## config.mk

```make
export PLATFORM = sky130hd
export DESIGN_NAME = regfile_wport_arb_flat
export DESIGN_NICKNAME = d
export VERILOG_FILES = /design/src/rtl/regfile_wport_arb_if.sv /design/src/rtl/regfile_wport_arb.sv /design/src/flat_wrapper.sv
export SDC_FILE = /design/constraint.sdc
export NUM_CORES = 1
export LEC_CHECK = 0
export CORE_UTILIZATION = 45
export DETAILED_ROUTE_END_ITERATION = 16
export GPL_TIMING_DRIVEN = 1
export HOLD_SLACK_MARGIN = 0.08
export PLACE_DENSITY_LB_ADDON = 0.08
export SYNTH_ARGS = -nofsm -noshare
export SYNTH_HDL_FRONTEND = slang
export SYNTH_SLANG_ARGS = --single-unit
```

## constraint.sdc

```tcl
create_clock -name clk -period 1.6 [get_ports clk]
set_input_delay 0.32 -clock clk [delete_from_list [all_inputs] [get_ports clk]]
set_output_delay 0.32 -clock clk [all_outputs]
set_load 0.005 [all_outputs]
```

## src/rtl/regfile_wport_arb_if.sv

```systemverilog
// Bundle of the two writeback requester handshakes, the stall control and the
// registered register-file write port driven by regfile_wport_arb.
interface regfile_wport_arb_if #(
    parameter int DW = 32,
    parameter int AW = 5
);
    // Requester A (ALU writeback)
    logic          a_valid;
    logic          a_ready;
    logic [AW-1:0] a_addr;
    logic [DW-1:0] a_data;

    // Requester B (load / memory writeback)
    logic          b_valid;
    logic          b_ready;
    logic [AW-1:0] b_addr;
    logic [DW-1:0] b_data;

    // Write-port freeze
    logic          stall;

    // Register-file write port and mux select
    logic          we;
    logic [AW-1:0] waddr;
    logic [DW-1:0] wdata;
    logic          sel;
    logic          busy;

    // Arbiter side of the bundle
    modport slave (
        input  a_valid, a_addr, a_data,
        input  b_valid, b_addr, b_data,
        input  stall,
        output a_ready, b_ready,
        output we, waddr, wdata, sel, busy
    );

    // Requester / register-file side of the bundle
    modport master (
        output a_valid, a_addr, a_data,
        output b_valid, b_addr, b_data,
        output stall,
        input  a_ready, b_ready,
        input  we, waddr, wdata, sel, busy
    );
endinterface

```

## src/rtl/regfile_wport_arb.sv

```systemverilog
// Round-robin arbiter for the single register-file write port shared by the
// ALU writeback path (A) and the load writeback path (B). Each source has a
// one-entry holding buffer; writes to register 0 are swallowed at accept time.
module regfile_wport_arb #(
    parameter int DW = 32,
    parameter int AW = 5
) (
    input logic                 clk,
    input logic                 rst_n,
    regfile_wport_arb_if.slave  bus
);

    // Source identifiers for the last-granted pointer and the mux select
    localparam logic SRC_A = 1'b0;
    localparam logic SRC_B = 1'b1;

    // Holding buffers
    logic          r_aFull;
    logic [AW-1:0] r_aAddr;
    logic [DW-1:0] r_aData;
    logic          r_bFull;
    logic [AW-1:0] r_bAddr;
    logic [DW-1:0] r_bData;

    // Round-robin pointer: source granted most recently
    logic          r_last;

    // Registered write port
    logic          r_we;
    logic [AW-1:0] r_waddr;
    logic [DW-1:0] r_wdata;
    logic          r_sel;

    // Combinational grant / handshake terms
    logic          w_aGrant;
    logic          w_bGrant;
    logic          w_grantAny;
    logic          w_aReady;
    logic          w_bReady;
    logic          w_aAccept;
    logic          w_bAccept;
    logic          w_aLoad;
    logic          w_bLoad;

    // Grant: a lone full buffer wins outright; on a tie the source opposite
    // the last grant wins; stall suppresses everything
    always_comb begin
        w_aGrant   = 1'b0;
        w_bGrant   = 1'b0;
        if (!bus.stall) begin
            if (r_aFull && r_bFull) begin
                w_aGrant = (r_last == SRC_B);
                w_bGrant = (r_last == SRC_A);
            end else begin
                w_aGrant = r_aFull;
                w_bGrant = r_bFull;
            end
        end
        w_grantAny = w_aGrant | w_bGrant;
    end

    // Handshake: a buffer being drained this cycle can take a new entry on
    // the same edge, so back-to-back writes from one source have no bubble.
    // Register-0 requests complete the handshake but never load the buffer.
    always_comb begin
        w_aReady  = !r_aFull | w_aGrant;
        w_bReady  = !r_bFull | w_bGrant;
        w_aAccept = bus.a_valid & w_aReady;
        w_bAccept = bus.b_valid & w_bReady;
        w_aLoad   = w_aAccept & (bus.a_addr != '0);
        w_bLoad   = w_bAccept & (bus.b_addr != '0);
    end

    // Buffer A: load on accept (takes priority over the clear from a grant)
    always_ff @(posedge clk or negedge rst_n) begin
        if (!rst_n) begin
            r_aFull <= 1'b0;
            r_aAddr <= '0;
            r_aData <= '0;
        end else if (w_aLoad) begin
            r_aFull <= 1'b1;
            r_aAddr <= bus.a_addr;
            r_aData <= bus.a_data;
        end else if (w_aGrant) begin
            r_aFull <= 1'b0;
        end
    end

    // Buffer B: load on accept (takes priority over the clear from a grant)
    always_ff @(posedge clk or negedge rst_n) begin
        if (!rst_n) begin
            r_bFull <= 1'b0;
            r_bAddr <= '0;
            r_bData <= '0;
        end else if (w_bLoad) begin
            r_bFull <= 1'b1;
            r_bAddr <= bus.b_addr;
            r_bData <= bus.b_data;
        end else if (w_bGrant) begin
            r_bFull <= 1'b0;
        end
    end

    // Round-robin pointer follows every grant; resets to B so A wins the
    // first tie after reset
    always_ff @(posedge clk or negedge rst_n) begin
        if (!rst_n) begin
            r_last <= SRC_B;
        end else if (w_grantAny) begin
            r_last <= w_bGrant ? SRC_B : SRC_A;
        end
    end

    // Write-port register: pulse we for each grant, hold address/data/select
    // between grants so the external muxes stay quiet
    always_ff @(posedge clk or negedge rst_n) begin
        if (!rst_n) begin
            r_we    <= 1'b0;
            r_waddr <= '0;
            r_wdata <= '0;
            r_sel   <= SRC_A;
        end else begin
            r_we <= w_grantAny;
            if (w_bGrant) begin
                r_waddr <= r_bAddr;
                r_wdata <= r_bData;
                r_sel   <= SRC_B;
            end else if (w_aGrant) begin
                r_waddr <= r_aAddr;
                r_wdata <= r_aData;
                r_sel   <= SRC_A;
            end
        end
    end

    assign bus.a_ready = w_aReady;
    assign bus.b_ready = w_bReady;
    assign bus.we      = r_we;
    assign bus.waddr   = r_waddr;
    assign bus.wdata   = r_wdata;
    assign bus.sel     = r_sel;
    assign bus.busy    = r_aFull | r_bFull | r_we;

endmodule

```

## src/flat_wrapper.sv

```systemverilog
// flat-port wrapper written by rule: the top's interface ports become plain ports
module regfile_wport_arb_flat 
#(
    parameter int DW = 32,
    parameter int AW = 5
)
  (clk, rst_n, bus_a_valid, bus_a_addr, bus_a_data, bus_b_valid, bus_b_addr, bus_b_data, bus_stall, bus_a_ready, bus_b_ready, bus_we, bus_waddr, bus_wdata, bus_sel, bus_busy);
  regfile_wport_arb_if #(.DW(DW), .AW(AW)) bus_i ();
  input logic clk;
  input logic rst_n;
  input wire logic [$bits(bus_i.a_valid)-1:0] bus_a_valid;
  input wire logic [$bits(bus_i.a_addr)-1:0] bus_a_addr;
  input wire logic [$bits(bus_i.a_data)-1:0] bus_a_data;
  input wire logic [$bits(bus_i.b_valid)-1:0] bus_b_valid;
  input wire logic [$bits(bus_i.b_addr)-1:0] bus_b_addr;
  input wire logic [$bits(bus_i.b_data)-1:0] bus_b_data;
  input wire logic [$bits(bus_i.stall)-1:0] bus_stall;
  output wire logic [$bits(bus_i.a_ready)-1:0] bus_a_ready;
  output wire logic [$bits(bus_i.b_ready)-1:0] bus_b_ready;
  output wire logic [$bits(bus_i.we)-1:0] bus_we;
  output wire logic [$bits(bus_i.waddr)-1:0] bus_waddr;
  output wire logic [$bits(bus_i.wdata)-1:0] bus_wdata;
  output wire logic [$bits(bus_i.sel)-1:0] bus_sel;
  output wire logic [$bits(bus_i.busy)-1:0] bus_busy;
  assign bus_i.a_valid = bus_a_valid;
  assign bus_i.a_addr = bus_a_addr;
  assign bus_i.a_data = bus_a_data;
  assign bus_i.b_valid = bus_b_valid;
  assign bus_i.b_addr = bus_b_addr;
  assign bus_i.b_data = bus_b_data;
  assign bus_i.stall = bus_stall;
  assign bus_a_ready = bus_i.a_ready;
  assign bus_b_ready = bus_i.b_ready;
  assign bus_we = bus_i.we;
  assign bus_waddr = bus_i.waddr;
  assign bus_wdata = bus_i.wdata;
  assign bus_sel = bus_i.sel;
  assign bus_busy = bus_i.busy;
  regfile_wport_arb #(.DW(DW), .AW(AW)) u_core (.clk(clk), .rst_n(rst_n), .bus(bus_i));
endmodule
```

==> metrics.md <==
| Metric | Value |
|---|---|
| Final period util | `1.18` |
| Top Family by Delay on Critical Path | `flip-flops` |
| Sw Ratio | `0.274` |
| Total core area | `10500 um^2` |
| Routed vias | `3759` |
| GRT Util Overall | `0.241` |
| Starting density of the core | `0.471` |
| WS Path Type | `reg2out` |
| Leakage | `3.51 nW` |
| Htree depth | `4` |
| Via density | `5.27` |
| Max Root-Sink Buffers | `2` |
| CP Launch Type | `register` |
| CP max-delay cell | `dfrtp_1` |
| DRT Pass-1 Iters | `4` |
| DR WL/cell | `18.8 um` |
| Gpl congestion | `0.804` |
| Hold WC Path Type | `in2async` |
| CP required | `1.28 ns` |
| Post-Syn Area | `4950 um^2` |
| FP Rows | `37` |
| Max-Slew Margin vs Limit | `0.692` |
| Initial antenna violation count | `0` |
| Tightest Pin Transition | `0.462 ns` |
| Slew Limit Fails | `0` |
| R2R Path End | `u_core.r_bData[22]$_DFFE_PN0P_` |
| Post-route ant nets | `0` |
| First-pass GRT wire length | `20400 um` |
| Number of synthesized register bits | `116` |
| Layout cells sized above 1 | `0.319` |
| Clock transition at the registers of the reported paths | `0.05 ns` |
| Max incr delay on CP | `0.41 ns` |
| Buf/Inv on CP | `2` |
| Max-Cap Viols | `0` |
| Sequential power share | `0.395` |
| Crit-path cells | `buf_6 -> or3_4 -> buf_6` |
| Clk_lat worst skew | `0.52 ns` |
| Synthesis-to-layout area growth | `52.5%` |
| Die Span Y | `107 um` |
| Crit end category | `output port` |
| Die area | `11400 um^2` |
| Placed insts | `653` |
| Routed WL | `13400 um` |
| Final WS setup | `-0.281 ns` |
| Worst R2R Start | `u_core.r_aFull$_DFFE_PN0P_` |
| I/O pin total | `121` |
| Iteration-0 DRC Markers | `190` |
| Cell-internal power | `8.27 mW` |
| Netlist cell types | `21` |
| Ant diodes | `0` |
| R2R setup slack | `-0.23 ns` |
| Peak VDD IR | `880 uV` |
| Crit path arrival time | `1.56 ns` |
| CP most frequent cell | `buf_6` |
| Post-Route Utilization | `0.718` |
| NetSw | `3.11 mW` |
| Largest fanout on the critical path | `2` |
| Failing checks | `setup timing` |
| Post-DP HPWL | `8110 um` |
| Layout Nets | `645` |
| Root Buffer | `clkbuf_8` |
| Syn nets | `470` |
| Reg2reg path depth | `8` |
| Status | `finished, violations left` |
| I/O Buffers | `120` |
| Non-Filler Instances | `713` |
| Comb pwr share | `0.296` |
| Number of synthesis warnings | `0` |
| Clock skew | `0.00985 ns` |
| Hold Vio Cnt, Final | `0` |
| Gr ovfl total | `0` |
| CTS tree | `done` |
| Register area share after synthesis | `0.587` |
| Sink Count | `116` |
| Power per standard cell area | `1510 nW/um^2` |
| Final min period | `1.88 ns` |
| Gate count of the mapped netlist | `391` |
| Largest net degree at the start of global routing | `38` |
| RSZ-0062 raised after global routing | `yes` |
| Setup violators final | `75` |
| Post-synthesis average cell area | `12.6 um^2` |
| DRC viols | `0` |
| Vias in the first global route | `3864` |
| Width of the chip | `107 um` |
| TritonCTS buffer count | `17` |
| Maximum clock rate | `532 MHz` |
| Clock Power Share | `0.309` |
cell usage after synthesis (all sizes together):
cell / count / area share
or3: 1 / 0.0013
nand2b: 1 / 0.0013
o211ai: 1 / 0.0015
nor2: 1 / 0.00076
nor2b: 3 / 0.0038
dfrtp: 115 / 0.58
mux2: 72 / 0.21
or4: 2 / 0.0046
o21ai: 5 / 0.0066
buf: 11 / 0.021
clkbuf: 18 / 0.014
nand2: 44 / 0.033
a21oi: 1 / 0.0010
dfstp: 1 / 0.0053
inv: 3 / 0.0023
or2: 1 / 0.0013
nand3: 111 / 0.11
layout by cell type, fill, tap and decap left out, types with 12 or more instances in the layout:
cell type and count:
clkbuf_16 19, buf_6 12, dfrtp_1 114, nand2_1 43, buf_4 37, nand3_1 111, dlygate4sd2_1 39, mux2_4 71
buf_12 12, clkdlybuf4s50_1 77
repair_timing:
item	in CTS	in global routing
cloned	5	3
hold buffers	1	0
resized for setup	90	17
buffers inserted	22	6
hold endpoints to repair	28	0
setup endpoints to repair	152	114
pin swaps	2	4
logic make-up after synthesis:
logic type	share of synthesized area
and+or+nand+nor	0.159
DFF	0.587
muxes	0.208
buffers and inverters	0.0372
AOI/OAI and AO/OA	0.00911
worst register-to-register path: cells and delay by family, from the launching register on:
kind	cells	cell delay [ns]
flops	1	0.41
mux	1	0.31
compound gates	1	0.12
buf+inv	4	0.50
simple gates	2	0.39
cell type report:
class | instances | area, um^2
Tap cell | 136 | 170
Clock buffer | 20 | 435
Sequential cell | 116 | 2910
Timing Repair Buffer | 185 | 1940
Multi-Input combinational cell | 243 | 1980
Inverter | 3 | 11.3
Clock inverter | 10 | 110
Fill cell | 716 | 2970
power by group through the flow:
stage          combinational [mW]  clock (mW)  sequential (mW)
6_report                     3.37        3.51             4.50
3_5_place_dp                 3.12           0             4.51
2_1_floorplan                1.59           0             4.41
3_3_place_gp                 3.03           0             4.49
4_1_cts                      3.32        3.55             4.48
5_1_grt                      3.63        3.67             4.60
worst max-delay path by stage:
stage	endpoint	start	cells past startpoint	slack [ns]
final	bus_busy	u_core.r_aFull$_DFFE_PN0P_	3	-0.28
after global routing	bus_busy	u_core.r_aFull$_DFFE_PN0P_	3	-0.32
after CTS	bus_busy	u_core.r_bFull$_DFFE_PN0P_	3	-0.28
after detailed placement	u_core.r_bData[3]$_DFFE_PN0P_	bus_b_addr[1]	6	-0.60
after global placement	u_core.r_bData[16]$_DFFE_PN0P_	bus_b_addr[1]	6	-0.57
after floorplan	u_core.r_aData[10]$_DFFE_PN0P_	bus_a_addr[1]	6	-0.12
flip-flops by register name, indices dropped and copies added (netlist names):
signal / count
u_core.r_aFull: 1
u_core.bus.we: 1
u_core.r_last: 1
u_core.r_bAddr: 5
u_core.r_bFull: 1
u_core.r_aData: 32
u_core.bus.sel: 1
u_core.r_bData: 32
u_core.bus.waddr: 5
u_core.r_aAddr: 5
u_core.bus.wdata: 32
through the flow:
step                      power, mW  instance area [um^2]  hold slack [ns]  setup slack [ns]  TNS (ns)
final                          11.4                  7540            0.291            -0.281    -13.14
after global routing           11.9                  7540            0.326            -0.318    -16.94
after CTS                      11.3                  7490            0.300            -0.284    -16.13
after detailed placement       7.63                  6540            0.307            -0.605    -59.66
after global placement         7.53                  6540            0.307            -0.567    -57.13
after floorplan                6.01                  4950           0.0244            -0.120     -6.88
metal layers:
layer / wire length [um] / track usage / vias to the layer above
li1: - / - / 1712
met1: 5900 / 0.319 / 1894
met3: 727 / 0.0553 / 11
met5: 0 / 0 / -
met4: 146 / 0.0939 / 0
met2: 6630 / 0.386 / 142
Power figures use the tool's default switching activity.
